===== src/rtl/cpu_pkg.sv =====
// Shared processor definitions: instruction-type codes, unary R-type opcodes,
// and the hazard controller's memory-handshake state encoding.
package cpu_pkg;

  localparam logic [5:0] IT_R   = 6'b101010;
  localparam logic [5:0] IT_LD  = 6'b100000;
  localparam logic [5:0] IT_ST  = 6'b100001;
  localparam logic [5:0] IT_BEQ = 6'b100010;
  localparam logic [5:0] IT_BNE = 6'b100011;
  localparam logic [5:0] IT_NOP = 6'b111000;

  localparam int NUM_UNARY = 6;
  localparam logic [5:0] UNARY_OPS [NUM_UNARY] = '{
    6'b000100, 6'b000101, 6'b001101, 6'b010000, 6'b010001, 6'b010010
  };

  typedef enum logic [1:0] {
    ST_RUN      = 2'd0,
    ST_MEM_WAIT = 2'd1,
    ST_ERR      = 2'd2
  } mem_state_t;

  // Unary R-type ops read only reg1.
  function automatic logic is_unary(input logic [5:0] op);
    logic hit;
    hit = 1'b0;
    for (int i = 0; i < NUM_UNARY; i++) begin
      if (op == UNARY_OPS[i]) hit = 1'b1;
    end
    return hit;
  endfunction

endpackage


===== src/rtl/src_use_dec.sv =====
// Decodes which ID-stage source registers an instruction actually reads.
// Shared with the forwarding unit so both agree on operand usage.
module src_use_dec
  import cpu_pkg::*;
(
  input  logic [5:0] instr_type,
  input  logic [5:0] opcode,
  output logic       use1,
  output logic       use2
);

  always_comb begin
    use1 = 1'b0;
    use2 = 1'b0;
    case (instr_type)
      IT_R: begin
        use1 = 1'b1;
        use2 = ~is_unary(opcode);
      end
      IT_ST, IT_BEQ, IT_BNE: use1 = 1'b1;
      default: ;
    endcase
  end

endmodule


===== src/rtl/hazard_ctrl.sv =====
// Pipeline hazard controller: load-use stalls, branch flushes, data-memory
// handshake sequencing with timeout, and a saturating stall-cycle counter.
module hazard_ctrl
  import cpu_pkg::*;
#(
  parameter int MEM_TIMEOUT = 64,
  parameter int CNT_W       = 16
) (
  input  logic             clk,
  input  logic             rst,
  input  logic [4:0]       id_reg1,
  input  logic [4:0]       id_reg2,
  input  logic [5:0]       id_instr_type,
  input  logic [5:0]       id_opcode,
  input  logic [4:0]       ex_Wreg,
  input  logic             ex_Wreg_en,
  input  logic             ex_mem_en,
  input  logic             ex_Wmem_en,
  input  logic             ex_branch_taken,
  input  logic             mem_mem_en,
  input  logic             dmem_ack,
  output logic             pc_stall,
  output logic             ifid_stall,
  output logic             idex_stall,
  output logic             exmem_stall,
  output logic             ifid_flush,
  output logic             idex_flush,
  output logic             pc_redirect,
  output logic             dmem_req,
  output logic             mem_err,
  output logic [CNT_W-1:0] stall_cnt
);

  localparam logic [7:0] TIMEOUT_VAL = 8'(MEM_TIMEOUT);

  logic       use1, use2;
  logic       lu;
  logic       mstall;
  logic       req_raw;
  mem_state_t state_reg, state_next;
  logic [7:0] wait_reg, wait_next;
  logic       mem_err_reg, mem_err_next;
  logic [CNT_W-1:0] cnt_reg;

  src_use_dec u_src_use_dec (
    .instr_type (id_instr_type),
    .opcode     (id_opcode),
    .use1       (use1),
    .use2       (use2)
  );

  // Register 0 is a real register here, so no zero-address exclusion.
  assign lu = ex_mem_en & ~ex_Wmem_en & ex_Wreg_en &
              ((use1 & (ex_Wreg == id_reg1)) | (use2 & (ex_Wreg == id_reg2)));

  always_comb begin
    state_next   = state_reg;
    wait_next    = wait_reg;
    mem_err_next = mem_err_reg;
    mstall       = 1'b0;
    req_raw      = 1'b0;
    case (state_reg)
      ST_RUN: begin
        req_raw = mem_mem_en;
        if (mem_mem_en & ~dmem_ack) begin
          mstall     = 1'b1;
          state_next = ST_MEM_WAIT;
          wait_next  = 8'd1;
        end
      end
      ST_MEM_WAIT: begin
        req_raw = 1'b1;
        mstall  = 1'b1;
        if (dmem_ack) begin
          state_next = ST_RUN;
        end else if (wait_reg == TIMEOUT_VAL) begin
          state_next   = ST_ERR;
          mem_err_next = 1'b1;
        end else begin
          wait_next = wait_reg + 8'd1;
        end
      end
      ST_ERR: begin
        mstall = 1'b1;
      end
      default: begin
        state_next = ST_RUN;
      end
    endcase
  end

  // Priority: memory stall, then taken branch, then load-use.
  always_comb begin
    pc_stall    = 1'b0;
    ifid_stall  = 1'b0;
    idex_stall  = 1'b0;
    exmem_stall = 1'b0;
    ifid_flush  = 1'b0;
    idex_flush  = 1'b0;
    pc_redirect = 1'b0;
    dmem_req    = 1'b0;
    if (!rst) begin
      dmem_req = req_raw;
      if (mstall) begin
        pc_stall    = 1'b1;
        ifid_stall  = 1'b1;
        idex_stall  = 1'b1;
        exmem_stall = 1'b1;
      end else if (ex_branch_taken) begin
        pc_redirect = 1'b1;
        ifid_flush  = 1'b1;
        idex_flush  = 1'b1;
      end else if (lu) begin
        pc_stall   = 1'b1;
        ifid_stall = 1'b1;
        idex_flush = 1'b1;
      end
    end
  end

  assign mem_err   = mem_err_reg & ~rst;
  assign stall_cnt = rst ? '0 : cnt_reg;

  always_ff @(posedge clk) begin
    if (rst) begin
      state_reg   <= ST_RUN;
      wait_reg    <= 8'd0;
      mem_err_reg <= 1'b0;
      cnt_reg     <= '0;
    end else begin
      state_reg   <= state_next;
      wait_reg    <= wait_next;
      mem_err_reg <= mem_err_next;
      if (pc_stall && (cnt_reg != {CNT_W{1'b1}})) begin
        cnt_reg <= cnt_reg + CNT_W'(1);
      end
    end
  end

endmodule


===== config.mk =====
export PLATFORM = sky130hd
export DESIGN_NAME = hazard_ctrl
export DESIGN_NICKNAME = d
export VERILOG_FILES = /design/src/rtl/cpu_pkg.sv /design/src/rtl/src_use_dec.sv /design/src/rtl/hazard_ctrl.sv
export SDC_FILE = /design/constraint.sdc
export NUM_CORES = 1
export LEC_CHECK = 0
export BUFFER_PORTS_ARGS = -buffer_cell sky130_fd_sc_hd__clkbuf_2
export CELL_PAD_IN_SITES_DETAIL_PLACEMENT = 1
export CELL_PAD_IN_SITES_GLOBAL_PLACEMENT = 2
export CORE_MARGIN = 2
export CORE_UTILIZATION = 26
export DETAILED_ROUTE_END_ITERATION = 12
export PLACE_DENSITY_LB_ADDON = 0.1
export SLEW_MARGIN = 0
export SYNTH_ARGS = -nofsm -noshare
export SYNTH_HDL_FRONTEND = slang
export SYNTH_HIERARCHICAL = 1
export SYNTH_SLANG_ARGS = --single-unit

===== constraint.sdc =====
create_clock -name clk -period 1.9 [get_ports clk]
set_input_delay 0.38 -clock clk [delete_from_list [all_inputs] [get_ports clk]]
set_output_delay 0.38 -clock clk [all_outputs]
set_load 0.05 [all_outputs]

==> metrics, run 1 <==
critical path class=in -> out; cell internal pwr=1020 uW; failing checks=setup timing; First DRT Iteration DRCs=33; Ys Warns=6; Clock power frac=22.3%; largest net degree at the start of global routing=39; clk root buf=clkbuf_8; I/O Buffers=59; RSZ-0062 raised after global routing=true; antenna violations before repair=0; die area=7580 sq um; Max clock buf depth=2; Pwr Total=1500 uW; final hold violation count=0; Worst-Skew Late Latency=0.27 ns; CTS clock-pin slew for the worst setup and hold paths=0.09 ns; Gate power share=38.5%; total gr overflow=0; die extent in y=87.1 um; fin. max-slew vios=0; Final min period=2.28 ns; pwr/cell area=500 nW/um^2; share of layout cells above drive strength 1=52.4%; Max FO, Critical Path=3; outcome=finished, violations left; placer congestion estimate=0.699; Area Overhead vs Synth=66.9%; post-synthesis cell count=213; routed vias=1,886; final wirelength=5.33 mm; most frequent cells in the layout=49 x clkbuf_2, 45 x buf_4, 25 x dfxtp_1; Slew HR=69.8%; dominant synthesized flop cell=dfxtp_1; final setup violation count=23; hold buffer count at cts=0; vias in the first global route=1,901; Num Clock Sinks=27; PnR worst setup slack=-0.378 ns; Syn Std Cell Area=1790 sq um; # IOs=60; Max Cap Viol=0; commonest non-fill, non-tap cell in the layout=clkbuf_2; syn_nets=255; Post-DP HPWL=3.89 mm; crit path launch type=input port; total track usage=14.6%; hold slack=0.473 ns; H-tree depth=1; Sw Pwr=474 uW; Largest register FFs=16; fmax=439 MHz; first-pass GRT wire length=8.85 mm; CTS tree=built; worst slack at placement=-0.516 ns; Distinct cells, synth=46; routed len/inst=13.4 um; worst endpoint required time=1.52 ns; clock skew=0.00246 ns; FP Rows=30; Post-synth EDFFs=0; sw frac=31.7%; Avg Inst Size Synth=8.42 sq um; cts bufs inserted=3; n_diodes=0; Async SR Flop Fraction=0%; sequential power share=39.1%; sequential area share after synthesis=30.1%; Peak VDD IR=0.000263 V; Tightest Pin Transition=0.450 ns; WP data arrival=1.90 ns; antenna-violating nets left=0; Final nets=362; Worst setup EP type=output port; starting density of the core=26.7%; period utilization=120%; DRC viols=0; iteration count of the initial detailed-routing pass=3; synthesized flop and latch total=27; Core ar.=6720 sq um; vias per inst=4.73; Hold Crit Class=reg -> reg; Die W=87.1 um; leakage power figure=0.00132 uW; R2R Setup Slk=-0.09 ns
## routing by layer
metal / vias to the layer above / global-route usage, % / routed length [um]
met2: 44 / 24.8 / 2590
met3: 4 / 2.18 / 279
met1: 885 / 19.0 / 2420
li1: 953 / - / -
met5: - / 0 / 0
met4: 0 / 4.26 / 42
## worst paths after layout
check | from | end | depth (start not counted)
worst max-delay path | id_opcode[2] | idex_flush | 10
worst min-delay path | mem_err_reg | mem_err_reg | 2
worst max register to register | state_reg[1] | cnt_reg[8] | 10
worst min register to register | mem_err_reg | mem_err_reg | 2
## cell families after synthesis
kind of cell	count (synthesis)	share of synthesized area, %
XOR/XNOR	17	8.30
AO/OA/AOI/OAI	28	10.9
AND/OR/NAND/NOR	99	30.5
multiplexers	13	8.86
adder cells (fa/ha/maj)	7	4.88
flip-flops	27	30.1
buffers and inverters	22	6.42
## synthesized netlist by cell type (3+ instances only)
library cell / instances / share of area, %
nand2b_1: 4 / 1.4
nor4_1: 3 / 1.0
dfxtp_1: 27 / 30
buf_1: 3 / 0.63
and4_1: 4 / 2.0
inv_1: 12 / 2.5
buf_4: 3 / 1.3
nand4_1: 7 / 2.4
nand3_2: 3 / 1.7
nand3_1: 8 / 2.2
mux2_2: 7 / 4.4
ha_1: 7 / 4.9
o21ai_0: 4 / 1.1
nand2_1: 10 / 2.1
nor2_1: 29 / 6.1
xnor2_1: 4 / 2.0
nor2b_1: 13 / 4.5
xor2_1: 13 / 6.3
a211oi_1: 3 / 1.3
nor3_1: 5 / 1.4
a21oi_1: 10 / 2.8
mux2_4: 4 / 3.3
## repair_timing
item	in CTS	in global routing
buffers inserted	11	4
pin swaps	16	10
setup endpoints to repair	20	30
gates resized for setup	63	19
hold endpoints to repair	0	0
cloned	1	0
## power groups by stage
stage | clock (uW) | combinational (uW) | sequential [uW]
finish | 334 | 577 | 586
global route | 384 | 622 | 589
CTS | 365 | 564 | 587
detailed placement | 0 | 410 | 598
global placement | 0 | 407 | 598
floorplan | 0 | 255 | 602
## area by class of cell
| type | instances | area (sq um) |
|---|---|---|
| repair buffers | 111 | 878 |
| well taps | 80 | 100 |
| clock buffers | 4 | 45.0 |
| multi-input cells | 164 | 1370 |
| inverters | 13 | 60.1 |
| flip-flops and latches | 27 | 543 |
| fillers | 791 | 3720 |
## through the flow
stage | TNS [ns] | util (%) | cell area [sq um] | std cells
6_report | -4.67 | 44.6 | 2990 | 399
5_1_grt | -6.73 | 44.6 | 2990 | 399
4_1_cts | -4.49 | 43.6 | 2930 | 399
3_5_place_dp | -7.54 | 37.0 | 2490 | 384
3_3_place_gp | -7.00 | 37.0 | 2490 | 384
2_1_floorplan | -1.82 | - | 1830 | 213
## worst max-delay path, cell delays in order
cell and delay (ns):
buf_8 0.11, xnor2_2 0.11, or3_1 0.32, a21oi_2 0.14, nor4_2 0.06, a32oi_1 0.25, buf_4 0.16, nor3_2 0.03
o21a_2 0.20, buf_8 0.15
Power figures use the tool's default switching activity.
==> run 2, diff against run 1 <==
Settings changed: ABC_AREA set to 1, CORE_UTILIZATION 26 to 24.
==> run 2 against run 1 <==
  * The run still ends with setup timing left
  * Flip-flop and latch count is the same
  * Via count grew 25%
  * Critical path depth is the same
  * Routed wire length grew 23%
==> metrics, run 2 <==
Tightest Pin Transition=0.352 ns (was 0.450 ns); Final nets=477 (was 362); H-tree depth=1 (unchanged); synthesized flop and latch total=27 (unchanged); most instantiated cells after synthesis=85 x nand2_1, 58 x inv_1, 58 x nor2_1 (was 29 x nor2_1, 27 x dfxtp_1, 13 x nor2b_1, 13 x xor2_1, 12 x inv_1); leakage power figure=0.00139 uW (was 0.00132 uW); dominant synthesized flop cell=dfxtp_1 (unchanged); largest net degree at the start of global routing=28 (was 39); die area=9450 sq um (was 7580 sq um); Ys Warns=6 (unchanged); post-synthesis mux area share=0% (was 8.86%); DP Area=2730 sq um (was 2490 sq um); fmax=509 MHz (was 439 MHz); total gr overflow=0 (unchanged); clock skew=0.00735 ns (was 0.00246 ns); first-pass GRT wire length=11.2 mm (was 8.85 mm); final wirelength=6.58 mm (was 5.33 mm); n_diodes=0 (unchanged); antenna violations before repair=0 (unchanged); DRC viols=0 (unchanged); pwr/cell area=501 nW/um^2 (was 500 nW/um^2); iteration count of the initial detailed-routing pass=4 (was 3); antenna-violating nets left=0 (unchanged); sequential area share after synthesis=25.9% (was 30.1%); share of layout cells above drive strength 1=29.0% (was 52.4%); vias in the first global route=2,350 (was 1,901); fin. max-slew vios=0 (unchanged); most numerous cell in the Yosys netlist=nand2_1 (was nor2_1); Finished Cell Area=2980 sq um (was 2990 sq um); Synth area leaders=dfxtp_1 26%, nand2_1 15%, inv_1 10% (was dfxtp_1 30%, xor2_1 6.3%, nor2_1 6.1%); CTS tree=built (unchanged); Synth Area in XOR/XNOR=5.88% (was 8.30%); placer congestion estimate=0.752 (was 0.699); vias per inst=4.37 (was 4.73); critical path class=reg -> out (was in -> out); cts bufs inserted=3 (unchanged); Worst setup EP type=output port (unchanged); Async SR Flop Fraction=0% (unchanged); FP Rows=33 (was 30); Syn Std Cell Area=2080 sq um (was 1790 sq um); die extent in y=97.2 um (was 87.1 um); outcome=finished, violations left (unchanged); I/O Buffers=59 (unchanged); Peak VDD IR=0.000289 V (was 0.000263 V); Post-DP HPWL=5.18 mm (was 3.89 mm); Post-synth EDFFs=0 (unchanged); period utilization=103% (was 120%); total track usage=13.9% (was 14.6%); Area Overhead vs Synth=43.1% (was 66.9%); crit path launch type=register (was input port); Slew HR=76.4% (was 69.8%); Synth Area in Compound Gates=8.52% (was 10.9%); Max Cap Viol=0 (unchanged); Max FO, Critical Path=3 (unchanged); Synth area leader=dfxtp_1 (unchanged); Largest register FFs=16 (unchanged); failing checks=setup timing (unchanged); worst slack at placement=-0.112 ns (was -0.516 ns); clk root buf=clkbuf_8 (unchanged); largest family of logic cells by synthesized area=simple AND/OR/NAND/NOR gates (unchanged); WP data arrival=1.59 ns (was 1.90 ns); Die W=97.2 um (was 87.1 um); Distinct cells, synth=28 (was 46); First DRT Iteration DRCs=42 (was 33); Hold Crit Class=reg -> reg (unchanged); final setup violation count=5 (was 23); # IOs=60 (unchanged); Core ar.=8300 sq um (was 6720 sq um); PnR worst setup slack=-0.0657 ns (was -0.378 ns); routed len/inst=12.2 um (was 13.4 um); most frequent cells in the layout=82 x nand2_1, 55 x inv_1, 54 x nor2_1 (was 49 x clkbuf_2, 45 x buf_4, 25 x dfxtp_1); Final min period=1.97 ns (was 2.28 ns); simple-gate share of the synthesized area=41.6% (was 30.5%); syn_nets=390 (was 255); Worst-Skew Late Latency=0.28 ns (was 0.27 ns); post-synthesis cell count=348 (was 213); Avg Inst Size Synth=5.99 sq um (was 8.42 sq um); starting density of the core=25.1% (was 26.7%); CTS clock-pin slew for the worst setup and hold paths=0.11 ns (was 0.09 ns); worst endpoint required time=1.52 ns (about the same); # fillers=1,090 (was 791); Synth Area in Adders=4.20% (was 4.88%); commonest non-fill, non-tap cell in the layout=nand2_1 (was clkbuf_2); Num Clock Sinks=27 (unchanged); RSZ-0062 raised after global routing=true (unchanged); final hold violation count=0 (unchanged); Synth top area share=25.9% (was 30.1%); Max clock buf depth=2 (unchanged); routed vias=2,355 (was 1,886)
## run 2: cell types whose count changed in the layout (fill, tap and decap cells not counted), moves of 5 or more
cell,before,now
a21oi_1,5,23
buf_4,45,33
inv_1,9,55
mux2_4,11,0
nand2_1,9,82
nand3_1,8,28
nand4_1,7,2
nor2_1,24,54
nor2b_1,12,0
nor3_1,2,8
## run 2: cells by family (layout without fill, tap and decap cells)
group           count (synthesis)  in the layout
xor+xnor                       14             14
simple gates                  196            196
flops                          27             27
compound gates                 34             34
buf+inv                        70            156
fa+ha+maj                       7              7
## run 2: path summary, 6_finish.rpt
check	from	endpoint	slack, ns	cells after the start
worst max-delay path	state_reg[0]	ifid_stall	-0.07	10
worst min-delay path	cnt_reg[15]	cnt_reg[15]	0.47	2
worst max register to register	state_reg[0]	cnt_reg[5]	0.06	13
worst min register to register	cnt_reg[15]	cnt_reg[15]	0.47	2
## run 2: metal layers
layer | vias up | wire length (um) | track usage [%] | part of all wire (%)
met2 | 46 | 3010 | 24.0 | 46
li1 | 1241 | - | - | -
met4 | 0 | 29 | 1.95 | 0.44
met1 | 1066 | 3310 | 19.2 | 50
met5 | - | 0 | 0 | 0
met3 | 2 | 231 | 1.51 | 3.5
## run 2: layout make-up
| cell class | instances | area (sq um) | area share [%] |
|---|---|---|---|
| clock buffers | 3 | 41.3 | 1.38 |
| clock inverters | 1 | 5.00 | 0.168 |
| inverters | 58 | 221 | 7.42 |
| multi-input cells | 251 | 1350 | 45.3 |
| flip-flops and latches | 27 | 543 | 18.2 |
| well taps | 105 | 131 | 4.40 |
| repair buffers | 94 | 691 | 23.2 |
## run 2: where the power goes
part	switching (uW)	leakage [uW]	internal (uW)
clock	212	0.0000255	148
sequential	9.87	0.000219	581
combinational	303	0.00114	240
total	525	0.00139	968
## run 2: timing repair
action | in CTS | in global routing
pin swaps | 6 | 6
buffers inserted | 3 | 2
endpoints found under the hold margin | 0 | 0
gates resized for setup | 29 | 10
hold buffers | 0 | 0
endpoints found under the setup margin | 8 | 24
## run 2: critical path: stages (launching register included)
cell and delay, ns:
dfxtp_2 0.35, inv_2 0.08, ha_4 0.16, nand2_4 0.06, nor2_4 0.11, nor2_4 0.05
nor2_2 0.08, nand2_2 0.09, nand2_2 0.10, buf_12 0.12, buf_12 0.13
## run 2: stage by stage
stage | std cells | total power [uW] | hold slack [ns] | utilization [%] | TNS, ns
finish | 539 | 1490 | 0.472 | 35.9 | -0.307
global route | 539 | 1580 | 0.503 | 35.9 | -1.51
CTS | 537 | 1500 | 0.479 | 35.2 | -0.648
detailed placement | 530 | 1070 | 0.462 | 32.9 | -0.576
global placement | 530 | 1060 | 0.448 | 32.9 | -0.209
floorplan | 348 | 865 | 0.436 | - | -0.206
